$ cat src/rtl/lcd_frame_reader.sv
// lcd_frame_reader: pulls RGB565 pixels from the SD-image pixel FIFO in step
// with the panel timing generator, expands them to RGB888 and drives the
// DE-qualified LCD pixel bus. It locks to the first full frame after reset,
// tracks the pixel position, and substitutes a fill colour on FIFO underflow.
//
// Ports:
//   clk, rst               pixel clock, synchronous active-high reset
//   h_valid, v_valid       line / frame active from the timing generator
//   fifo_empty, fifo_dout  pixel FIFO status and RGB565 data (1-cycle read latency)
//   fifo_rd_en             FIFO pop (combinational)
//   lcd_de, lcd_rgb        panel data enable and RGB888 pixel (2 cycles after act)
//   frame_start            one-cycle pulse after each v_valid rise
//   x_cnt, y_cnt           registered pixel / line position
//   underflow              sticky underflow flag
//   underflow_cnt          saturating count of underflowed pixels
//
// Optional build macro LCD_FRAME_READER_COLORBAR_EN: fill pixels (before lock
// or on underflow) show an 8-bar test pattern chosen by x_cnt[9:7] instead of
// FILL_RGB.
module lcd_frame_reader #(
  parameter int unsigned H_ACT    = 1024,
  parameter int unsigned V_ACT    = 768,
  parameter logic [23:0] FILL_RGB = 24'h000000
) (
  input  logic        clk,
  input  logic        rst,
  input  logic        h_valid,
  input  logic        v_valid,
  input  logic        fifo_empty,
  input  logic [15:0] fifo_dout,
  output logic        fifo_rd_en,
  output logic        lcd_de,
  output logic [23:0] lcd_rgb,
  output logic        frame_start,
  output logic [10:0] x_cnt,
  output logic [9:0]  y_cnt,
  output logic        underflow,
  output logic [15:0] underflow_cnt
);

  localparam int unsigned XW   = 11;
  localparam int unsigned YW   = 10;
  localparam int unsigned UCW  = 16;
  localparam int unsigned RGBW = 24;

  localparam logic [XW-1:0]  X_MAX  = XW'(H_ACT);
  localparam logic [YW-1:0]  Y_MAX  = YW'(V_ACT);
  localparam logic [UCW-1:0] UC_MAX = {UCW{1'b1}};

  typedef enum logic {
    WAIT_SYNC = 1'b0,
    RUN       = 1'b1
  } state_t;

  state_t state;

  logic v_valid_d;
  logic h_valid_d;
  logic de_p;      // act & in_range, one cycle behind
  logic rd_p;      // a read was issued last cycle, so fifo_dout is live now

  logic act;
  logic vs_rise;
  logic h_fall;
  logic in_range;
  logic running;
  logic uf_hit;
  logic [RGBW-1:0] fill_rgb_c;

  // RGB565 -> RGB888 by replicating each channel's MSBs into the new LSBs.
  function automatic logic [RGBW-1:0] rgb565_to_888(input logic [15:0] p);
    return {p[15:11], p[15:13], p[10:5], p[10:9], p[4:0], p[4:2]};
  endfunction

  // Frame/line edge detection and read qualification.
  assign act        = h_valid & v_valid;
  assign vs_rise    = v_valid & ~v_valid_d;
  assign h_fall     = ~h_valid & h_valid_d;
  assign in_range   = (x_cnt < X_MAX) & (y_cnt < Y_MAX);
  assign running    = (state == RUN);
  assign fifo_rd_en = running & act & in_range & ~fifo_empty;
  assign uf_hit     = running & act & in_range & fifo_empty;

`ifdef LCD_FRAME_READER_COLORBAR_EN
  logic [2:0] bar_p;  // bar index of the pixel in flight

  // Classic 8-bar pattern, white through black.
  function automatic logic [RGBW-1:0] bar_rgb(input logic [2:0] idx);
    logic [RGBW-1:0] c;
    case (idx)
      3'd0:    c = 24'hFFFFFF;
      3'd1:    c = 24'hFFFF00;
      3'd2:    c = 24'h00FFFF;
      3'd3:    c = 24'h00FF00;
      3'd4:    c = 24'hFF00FF;
      3'd5:    c = 24'hFF0000;
      3'd6:    c = 24'h0000FF;
      default: c = 24'h000000;
    endcase
    return c;
  endfunction

  always_ff @(posedge clk) begin
    if (rst) bar_p <= 3'd0;
    else     bar_p <= x_cnt[9:7];
  end

  assign fill_rgb_c = bar_rgb(bar_p);
`else
  assign fill_rgb_c = FILL_RGB;
`endif

  // Sync lock, position counters, output pipeline and underflow tracking.
  always_ff @(posedge clk) begin
    if (rst) begin
      state         <= WAIT_SYNC;
      // Start as if v_valid were already high so a frame in progress at
      // reset release is not mistaken for a fresh frame.
      v_valid_d     <= 1'b1;
      h_valid_d     <= 1'b0;
      frame_start   <= 1'b0;
      x_cnt         <= '0;
      y_cnt         <= '0;
      de_p          <= 1'b0;
      rd_p          <= 1'b0;
      lcd_de        <= 1'b0;
      lcd_rgb       <= FILL_RGB;
      underflow     <= 1'b0;
      underflow_cnt <= '0;
    end else begin
      v_valid_d   <= v_valid;
      h_valid_d   <= h_valid;
      frame_start <= vs_rise;

      case (state)
        WAIT_SYNC: if (vs_rise) state <= RUN;
        RUN:       state <= RUN;
        default:   state <= WAIT_SYNC;
      endcase

      if (vs_rise) begin
        x_cnt <= '0;
        y_cnt <= '0;
      end else if (running) begin
        if (h_fall) begin
          x_cnt <= '0;
          if (v_valid && (y_cnt != Y_MAX)) y_cnt <= y_cnt + YW'(1);
        end else if (act && (x_cnt != X_MAX)) begin
          x_cnt <= x_cnt + XW'(1);
        end
      end

      // Stage 1 captures the decision, stage 2 meets the FIFO data.
      de_p    <= act & in_range;
      rd_p    <= fifo_rd_en;
      lcd_de  <= de_p;
      lcd_rgb <= rd_p ? rgb565_to_888(fifo_dout) : fill_rgb_c;

      if (uf_hit) begin
        underflow <= 1'b1;
        if (underflow_cnt != UC_MAX) underflow_cnt <= underflow_cnt + UCW'(1);
      end
    end
  end

endmodule
$ cat config.mk
export PLATFORM = sky130hd
export DESIGN_NAME = lcd_frame_reader
export DESIGN_NICKNAME = d
export VERILOG_FILES = /design/src/rtl/lcd_frame_reader.sv
export SDC_FILE = /design/constraint.sdc
export NUM_CORES = 1
export LEC_CHECK = 0
export BUFFER_PORTS_ARGS = -buffer_cell sky130_fd_sc_hd__buf_2
export CORE_MARGIN = 3
export CORE_UTILIZATION = 55
export CTS_CLUSTER_SIZE = 24
export DETAILED_ROUTE_END_ITERATION = 10
export HOLD_SLACK_MARGIN = 0.05
export PLACE_DENSITY = 0.92
export SLEW_MARGIN = 20
export SYNTH_ARGS = -nofsm -noshare
export SYNTH_HDL_FRONTEND = slang
export SYNTH_SLANG_ARGS = --single-unit
$ cat constraint.sdc
create_clock -name clk -period 3 [get_ports clk]
set_input_delay 0.6 -clock clk [delete_from_list [all_inputs] [get_ports clk]]
set_output_delay 0.6 -clock clk [all_outputs]
set_load 0.02 [all_outputs]
==> flow_summary_export.csv, run 1 <==
group,metric,value,unit
outcome,status,"finished, final reports clean",
synth,syn_avg_cell_area,8.88,µm²
cts,clock-root-buffer,"clkbuf_8",
flow_run,cap_violations,0,
worst_setup_path,worstPathMaxFanout,14,
synth,syn_inst,312,
global_route,grt_max_degree,26,
hold_path,hold_path.class,"reg2reg",
cts,cts-resized-gates,0,
cts,cts_sinks,61,
worst_setup_path,cp-end-kind,"flop",
cts,clock_path_buffers,2,
global_route,antenna_found_initial,0,
cts,postCtsHoldBufs,0,
floorplan,ios,86,
global_route,track_usage,22.6,%
hold_path,whs_endpoint,"lcd_de",
synth,synth_edf_count,0,
floorplan,initial_core_util,57.9,%
floorplan,fp.dieW,77.0,µm
detailed_routing,drc,0,
hold_path,hold_depth,1,
sta,setup_tns,0,ns
detailed_routing,postRouteAntennaNets,0,
detailed_routing,vias_per_cell,5.78,
cts,cts_tree,"yes",
cts,clk_pin_slew_worst_paths,0.07,ns
sta,skew,0.00562,ns
sta,fin_crit_sh,74.6,%
synth,yosys_warnings,0,
power_and_ir_drop,power_density,515,mW/mm²
cts,numCtsBuffers,9,
sta,setup_viol,0,
cells_and_area,syn_to_final_growth,24.4,%
cts,post_cts_buffers,0,
worst_setup_path,arrival,2.46,ns
placement,post_dp_cell_area,0.00320,mm²
detailed_routing,drt-total-wl,6670,µm
floorplan,coreArea,0.00479,mm²
hold_path,worstHoldStart,"de_p",
synth,ys_seq_area_share,44.1,%
sta,slew_viol_final,0,
worst_setup_path,cp.required,3.22,ns
global_route,grt_pass1_vias,2431,
placement,dp_hpwl,4590,µm
sta,slew_headroom,46.5,%
placement,post-place-ws,0.564,ns
sta,hold_viol_final,0,
sta,grt_setup_unrepaired,"false",
synth,ys_ff_latch,61,
sta,period_needed,2.24,ns
cells_and_area,ff_latch_area,0.00122,mm²
synth,synth_cell_types,47,
floorplan,die-area,0.00592,mm²
synth,netlist_area,0.00277,mm²
detailed_routing,drtIter0Drc,212,
synth,async_flop_share,0,%
power_and_ir_drop,cellLeakagePower,1.48,nW
cells_and_area,fillerInstances,394,
worst_setup_path,regToRegSetupSlack,0.76,ns
worst_setup_path,start_kind,"flop",
floorplan,die_h,77.0,µm
placement,io_buffers,85,
cells_and_area,design_area,0.00345,mm²
cts,clkLatencyLatePin,0.33,ns
sta,worst_slack,0.762,ns
cts,cts.htree.levels,3,
cells_and_area,multi_input_area,0.00141,mm²
worst_setup_path,reg2reg_depth,5,
detailed_routing,wl_per_cell,14.4,µm
floorplan,rows,25,
cells_and_area,nNetsFinal,417,
placement,gp_congestion,0.879,
global_route,grt-ovfl-total,0,
sta,holdWs,0.436,ns
sta,fmax,447,MHz
global_route,grt_pass1_wl,11000,µm
synth,synth_ff_type,"dfxtp_1",
cells_and_area,drive_above_1_share,29.8,%
worst_setup_path,worst-setup-path-type,"reg2reg",
power_and_ir_drop,ir_worst_vdd,0.324,mV
worst_setup_path,reg2reg_from,"y_cnt[8]",
detailed_routing,vias,2675,
detailed_routing,first_pass_iters,5,
worst_setup_path,reg2reg_to,"underflow_cnt[7]",
synth,synth_nets,338,
cells_and_area,antenna_cells,0,
sta,worst_slew_pin_slew,0.801,ns
-- cell families after synthesis --
logic type	count (synthesis)	share of synthesized area, %
fa+ha+maj	5	2.26
mux	7	2.80
flops	61	44.1
simple gates	149	30.9
xor+xnor	6	1.90
buf+inv	30	5.19
compound gates	54	12.8
-- area by class of cell --
type,count,share of cell area (%)
multi-input combinational,221,40.8
sequential,61,35.4
timing repair buffer,89,13.2
clock buffer,10,3.99
clock inverter,6,3.16
tap,67,2.43
inverter,9,0.980
-- flip-flops by register name, summed over array words and instances, names as in the netlist --
register       count
underflow          1
de_p               1
frame_start        1
running            1
x_cnt             11
rd_p               1
underflow_cnt     16
h_valid_d          1
lcd_rgb           16
y_cnt             10
v_valid_d          1
lcd_de             1
-- worst max-delay path by stage --
stage | startpoint | cells after the start | endpoint | slack (ns)
floorplan | underflow_cnt[0] | 6 | underflow_cnt[3] | 1.0
global placement | v_valid | 6 | underflow_cnt[7] | 0.68
detailed placement | v_valid | 6 | underflow_cnt[7] | 0.56
CTS | y_cnt[8] | 5 | underflow_cnt[7] | 0.76
global route | y_cnt[8] | 5 | underflow_cnt[7] | 0.59
finish | y_cnt[8] | 5 | underflow_cnt[7] | 0.76
-- cells in the final DEF (no fill, tap or decap), types with 2 or more instances in the layout --
cell type / Yosys / final
ha_1: 5 / 5
mux2_2: 6 / 6
o21ai_0: 10 / 10
a311oi_1: 5 / 5
bufinv_16: 0 / 3
dfxtp_1: 61 / 61
nor2_1: 25 / 25
nor3_1: 7 / 7
or3_1: 7 / 7
and2_1: 18 / 18
nor2b_1: 12 / 12
nand2_1: 17 / 17
nor4_1: 7 / 7
or4_4: 3 / 3
clkinv_2: 0 / 2
nand3_1: 14 / 14
and3_1: 6 / 6
xor2_1: 5 / 5
inv_1: 9 / 9
nor3b_1: 2 / 2
a32o_1: 2 / 2
buf_4: 8 / 4
nand2b_1: 3 / 3
or4_1: 7 / 7
and4_1: 2 / 2
nand4_1: 13 / 13
clkbuf_8: 0 / 10
a21oi_1: 20 / 20
o31ai_1: 7 / 7
buf_2: 1 / 85
-- where the power goes --
part	leakage, nW	switching (W)	internal, W
clock	0.127	0.000327	0.000575
combinational	0.866	0.0000339	0.0000208
sequential	0.492	0.00000316	0.000814
total	1.48	0.000364	0.00141
-- per-layer routing --
layer  vias to the layer above  GRT usage, %  wire length, µm
met2                       132          36.8             3250
met3                         9          7.75              610
li1                       1286             -                -
met5                         -             0                0
met4                         0          8.54               73
met1                      1248          27.7             2740
-- per-stage QoR --
step,std cells,total power [W],utilization [%]
detailed placement,447,0.000890,66.8
CTS,463,0.00178,72.0
floorplan,312,0.000865,-
global route,463,0.00184,72.0
finish,463,0.00177,72.0
global placement,447,0.000888,66.8
-- critical path, stage by stage (launching register included) --
cell,delay (ns)
dfxtp_1,0.35
a21oi_1,0.34
nand3_1,0.40
buf_4,0.32
nor4_1,0.34
mux2_2,0.37
-- synth_stat cells, types with 2 or more instances --
cell | instances | share of area, %
inv_1 | 9 | 1.2
nor3_1 | 7 | 1.3
dfxtp_1 | 61 | 44
or3_1 | 7 | 1.6
and3_1 | 6 | 1.4
or4_1 | 7 | 1.9
ha_1 | 5 | 2.3
nor2b_1 | 12 | 2.7
nand2_1 | 17 | 2.3
nor3b_1 | 2 | 0.54
mux2_2 | 6 | 2.4
xor2_1 | 5 | 1.6
a32o_1 | 2 | 0.72
and4_1 | 2 | 0.63
nand3_1 | 14 | 2.5
buf_4 | 8 | 2.2
clkbuf_1 | 11 | 1.5
o21ai_0 | 10 | 1.8
o31ai_1 | 7 | 1.9
or4_4 | 3 | 1.2
a311oi_1 | 5 | 1.6
and2_1 | 18 | 4.1
nor2_1 | 25 | 3.4
nand2b_1 | 3 | 0.68
nand4_1 | 13 | 2.9
nor4_1 | 7 | 1.6
a21oi_1 | 20 | 3.6
Note: power is estimated with default switching activity, not from simulation.
==> inputs of run 2 (changes only) <==
Settings changed: CORE_UTILIZATION 55 to 51, PLACE_DENSITY 0.92 to 0.87.
Clock period 3 ns to 2.1 ns, I/O delays scaled along.
==> run 2 against run 1 <==
Effect of this change:
- clock skew rose by 0.0065 ns
- sequential cell count did not move
- sequential power rose by 43%
- count of clock-buffer cells in the layout did not move
- final area rose by 1.3%
- clock power rose by 27%
- sequential share of layout area fell by 0.44 points
- utilization fell by 4.5 points
==> flow_summary_export.csv, run 2 (synthesis results as in run 1) <==
group,metric,value,unit
sta,slew_viol_final,0,
cells_and_area,stdcell_count,474,
worst_setup_path,cp-end-kind,"flop",
power_and_ir_drop,ir_worst_vdd,0.502,mV
floorplan,fp.dieW,79.7,µm
hold_path,hold_depth,2,
global_route,grt_use_met3,6.09,%
cts,cts-resized-gates,0,
sta,fmax,500,MHz
global_route,antenna_found_initial,0,
sta,skew,0.0121,ns
cells_and_area,final_common_cell,"buf_2",
floorplan,die-area,0.00635,mm²
detailed_routing,drt-total-wl,6680,µm
detailed_routing,vias,2657,
cts,post_cts_buffers,0,
floorplan,initial_core_util,53.6,%
sta,setup_tns,0,ns
cells_and_area,drive_above_1_share,31.4,%
cells_and_area,syn_to_final_growth,26.0,%
placement,placed_cells_incl_taps,459,
cts,cts.htree.levels,3,
detailed_routing,wl_per_cell,14.1,µm
floorplan,ios,86,
worst_setup_path,crit_start,"x_cnt[3]",
placement,gp_congestion,0.878,
sta,hold_viol_final,0,
detailed_routing,drc,0,
global_route,track_usage,22.0,%
detailed_routing,drtIter0Drc,146,
worst_setup_path,crit_end,"x_cnt[3]",
worst_setup_path,cp.required,2.31,ns
worst_setup_path,regToRegSetupSlack,0.10,ns
cts,clkLatencyLatePin,0.34,ns
global_route,grtUsageMet1,25.8,%
sta,slew_headroom,48.0,%
flow_run,cap_violations,0,
placement,io_buffers,85,
cts,numCtsBuffers,9,
global_route,gr-usage-met2,37.6,%
cts,clk_pin_slew_worst_paths,0.07,ns
detailed_routing,postRouteAntennaNets,0,
detailed_routing,first_pass_iters,4,
cts,cts_tree,"yes",
placement,dp_hpwl,4690,µm
sta,grt_setup_unrepaired,"false",
floorplan,coreArea,0.00517,mm²
cells_and_area,largestRegisters,"lcd_rgb (16), underflow_cnt (16), x_cnt (11)",
cts,clock-root-buffer,"clkbuf_8",
global_route,grt_pass1_wl,11200,µm
floorplan,die_h,79.7,µm
sta,setup_viol,0,
power_and_ir_drop,cellLeakagePower,1.52,nW
global_route,grt_max_degree,26,
worst_setup_path,cpMaxStageDelayCell,"or4_4",
worst_setup_path,reg2reg_to,"x_cnt[3]",
hold_path,hold_path.class,"in2reg",
detailed_routing,vias_per_cell,5.61,
worst_setup_path,start_kind,"flop",
worst_setup_path,worst-setup-path-type,"reg2reg",
global_route,busiest_layer,"met2",
worst_setup_path,reg2reg_depth,4,
floorplan,rows,26,
sta,fin_crit_sh,95.2,%
cts,clock_path_buffers,2,
outcome,status,"finished, final reports clean",
worst_setup_path,path_cells,"or4_4 -> o41a_1 -> a41oi_1 -> a311oi_1",
global_route,grt-ovfl-total,0,
cells_and_area,nNetsFinal,426,
worst_setup_path,reg2reg_from,"x_cnt[3]",
cells_and_area,antenna_cells,0,
global_route,grt_pass1_vias,2537,
power_and_ir_drop,power_density,684,mW/mm²
sta,period_needed,2.00,ns
worst_setup_path,slowest_delay,0.58,ns
cells_and_area,fillerInstances,445,
worst_setup_path,worstPathMaxFanout,9,
sta,worst_slew_pin_slew,0.778,ns
cells_and_area,final_cell_mix,"buf_2, dfxtp_1, nor2_1",
cts,cts_sinks,61,
cts,postCtsHoldBufs,0,
worst_setup_path,arrival,2.21,ns
[run 2: cell types whose count changed in the layout (fill, tap and decap cells not counted), sizes merged]
cell,before,now
buf,89,98
bufinv,3,2
clkinv,2,3
inv,10,9
[run 2: area by class of cell]
class                      instances  area [µm²]  area share [%]
inverter                           9        33.8           0.968
clock inverter                     5        75.1            2.15
tap                               70        87.6            2.51
timing repair buffer              98         523            15.0
clock buffer                      10         138            3.94
sequential                        61        1220            35.0
multi-input combinational        221        1410            40.4
[run 2: worst max-delay path, delay by kind of cell (launching register included)]
| family | cells | cell delay (ns) |
|---|---|---|
| AO/OA/AOI/OAI | 3 | 0.91 |
| AND/OR/NAND/NOR | 1 | 0.58 |
| flip-flops | 1 | 0.38 |
[run 2: worst min path at each step]
stage          slack [ns]          end           from
2_1_floorplan        0.41       lcd_de           de_p
6_report             0.28  lcd_rgb[13]   fifo_dout[8]
3_3_place_gp         0.43       lcd_de           de_p
4_1_cts              0.27  lcd_rgb[13]   fifo_dout[8]
3_5_place_dp         0.44       lcd_de           de_p
5_1_grt              0.27  lcd_rgb[20]  fifo_dout[12]
[run 2: stage by stage]
stage               hold WS (ns)  setup slack [ns]  power [W]  util [%]  cell area, µm²
floorplan                  0.414            0.0963    0.00124         -            2770
global route               0.266            0.0333    0.00247      67.5            3490
CTS                        0.271             0.120    0.00241      67.3            3480
global placement           0.427             0.175    0.00127      63.2            3270
detailed placement         0.435             0.143    0.00127      63.2            3270
finish                     0.280             0.101    0.00239      67.5            3490
[run 2: per-layer routing]
metal | share of wire (%) | wire length (µm)
met5 | 0 | 0
met4 | 1.0 | 68
met3 | 7.0 | 466
met2 | 49 | 3240
met1 | 43 | 2910
[run 2: where the power goes]
group | internal (W) | switching, W | leakage [nW]
registers | 0.00116 | 0.00000442 | 0.492
clock network | 0.000688 | 0.000452 | 0.112
logic | 0.0000311 | 0.0000493 | 0.914
==> inputs of run 3 (changes only) <==
Settings changed: BUFFER_PORTS_ARGS -buffer_cell sky130_fd_sc_hd__buf_2 to unset, CORE_UTILIZATION 51 to 61, DONT_BUFFER_PORTS set to 1, PLACE_DENSITY 0.87 to 0.84.
==> run 3 against run 2 <==
Effect of this change:
- combinational power is 46% lower
- final area down 9.8%
- sequential power is essentially flat
- routed wire length down 3.5%
- clock skew is 0.0066 ns lower
- largest cell class unchanged
==> flow_summary_export.csv, run 3 (synthesis results as in run 1) <==
group,metric,value,unit
outcome,status,"finished, final reports clean",
hold_path,hold_path.class,"in2reg",
sta,setup_tns,0,ns
floorplan,ios,86,
sta,period_needed,1.95,ns
detailed_routing,vias,2437,
global_route,grt_pass1_wl,10300,µm
detailed_routing,drtIter0Drc,132,
floorplan,rows,23,
hold_path,worstHoldStart,"rst",
flow_run,cap_violations,0,
cells_and_area,drive_above_1_share,17.5,%
placement,io_buffers,0,
worst_setup_path,reg2reg_from,"x_cnt[6]",
worst_setup_path,worstPathMaxFanout,9,
global_route,grt-ovfl-total,0,
cts,cts_tree,"yes",
cells_and_area,largestRegisters,"lcd_rgb (16), underflow_cnt (16), x_cnt (11)",
detailed_routing,drc,0,
worst_setup_path,start_kind,"flop",
cells_and_area,nNetsFinal,358,
cts,cts_sinks,61,
cells_and_area,final_common_cell,"dfxtp_1",
detailed_routing,postRouteAntennaNets,0,
cells_and_area,antenna_cells,0,
sta,hold_viol_final,0,
floorplan,die_h,73.4,µm
worst_setup_path,cp-end-kind,"flop",
placement,gp_congestion,0.890,
sta,skew,0.00551,ns
sta,setup_viol,0,
power_and_ir_drop,power_frac_clock,45.7,%
power_and_ir_drop,power_switching,0.000504,W
cells_and_area,stdcell_count,387,
detailed_routing,met1_length,2470,µm
global_route,track_usage,24.7,%
hold_path,hold_depth,1,
detailed_routing,vias_per_cell,6.30,
power_and_ir_drop,comb_power_share,1.9,%
placement,placed_cells_incl_taps,371,
worst_setup_path,reg2reg_to,"x_cnt[3]",
power_and_ir_drop,cellLeakagePower,1.16,nW
cts,clkLatencyLatePin,0.34,ns
power_and_ir_drop,p_int,0.00173,W
worst_setup_path,arrival,2.15,ns
worst_setup_path,cp.required,2.31,ns
hold_path,whs_endpoint,"underflow_cnt[12]",
power_and_ir_drop,swShare,22.6,%
power_and_ir_drop,p_seq_share,52.4,%
sta,grt_setup_unrepaired,"false",
worst_setup_path,regToRegSetupSlack,0.15,ns
cts,clk_pin_slew_worst_paths,0.07,ns
placement,post_dp_cell_area,0.00295,mm²
power_and_ir_drop,power_density,710,mW/mm²
power_and_ir_drop,power,0.00223,W
power_and_ir_drop,ir_worst_vdd,0.550,mV
cts,numCtsBuffers,9,
cts,cts-resized-gates,0,
worst_setup_path,reg2reg_depth,4,
floorplan,initial_core_util,65.9,%
sta,fmax,514,MHz
cts,postCtsHoldBufs,0,
worst_setup_path,worst-setup-path-type,"reg2reg",
cells_and_area,final_cell_mix,"dfxtp_1, buf_4, nor2_1",
floorplan,fp.dieW,73.4,µm
global_route,grt_max_degree,35,
placement,dp_hpwl,4500,µm
cts,clock-root-buffer,"clkbuf_8",
global_route,antenna_found_initial,0,
detailed_routing,maxUsedRoutingLayer,"met4",
cells_and_area,syn_to_final_growth,13.6,%
detailed_routing,drt-total-wl,6450,µm
detailed_routing,wl_met3,654,µm
cts,cts.htree.levels,3,
floorplan,coreArea,0.00420,mm²
cts,clock_path_buffers,2,
sta,slew_headroom,68.1,%
cells_and_area,design_area,0.00315,mm²
sta,fin_crit_sh,92.6,%
cts,post_cts_buffers,0,
detailed_routing,wl_per_cell,16.7,µm
detailed_routing,wl_met2,3190,µm
global_route,grt_pass1_vias,2215,
sta,slew_viol_final,0,
floorplan,die-area,0.00539,mm²
sta,worst_slew_pin_slew,0.478,ns
detailed_routing,first_pass_iters,4,
[run 3: cell count changes in the layout (fill, tap and decap cells not counted), sizes merged]
cell and change:
buf -68, clkbuf -1, inv +1, clkinv +2, bufinv -1
[run 3: power groups by stage]
| stage | registers (W) | clock network (W) | logic, W |
|---|---|---|---|
| 2_1_floorplan | 0.00120 | 0 | 0.0000388 |
| 3_3_place_gp | 0.00120 | 0 | 0.0000420 |
| 3_5_place_dp | 0.00120 | 0 | 0.0000428 |
| 4_1_cts | 0.00117 | 0.00104 | 0.0000432 |
| 5_1_grt | 0.00117 | 0.00111 | 0.0000481 |
| 6_report | 0.00117 | 0.00102 | 0.0000432 |
[run 3: cell type report]
cell class	count	area (µm²)
flip-flops and latches	61	1220
multi-input cells	221	1410
fillers	313	1050
clock inverters	7	75.1
repair buffers	30	225
clock buffers	9	124
inverters	9	33.8
well taps	50	62.6
[run 3: worst max path at each step]
stage | from | to | slack (ns) | cells after the start
2_1_floorplan | underflow_cnt[0] | underflow_cnt[3] | 0.1 | 6
3_3_place_gp | x_cnt[6] | x_cnt[3] | 0.23 | 4
3_5_place_dp | x_cnt[6] | x_cnt[10] | 0.19 | 4
4_1_cts | x_cnt[6] | x_cnt[10] | 0.18 | 4
5_1_grt | running | underflow_cnt[9] | 0.09 | 5
6_report | x_cnt[6] | x_cnt[3] | 0.15 | 4
[run 3: layer usage]
layer / global-route usage [%] / vias to the layer above
met3: 8.89 / 16
met2: 40.0 / 123
met5: 0 / -
met4: 13.3 / 0
li1: - / 1170
met1: 28.4 / 1128
[run 3: per-stage QoR]
stage                     hold WS (ns)  utilization (%)  worst slack [ns]
final                            0.150             74.9             0.155
after global routing             0.116             74.9            0.0921
after CTS                        0.128             74.9             0.178
after detailed placement         0.443             70.2             0.194
after global placement           0.425             70.2             0.230
after floorplan                  0.414                -            0.0963
[run 3: worst max-delay path, stage by stage, from the launching register on]
cell and delay [ns]:
dfxtp_1 0.31, or4_4 0.56, o41a_1 0.58, a41oi_1 0.29, a311oi_1 0.08
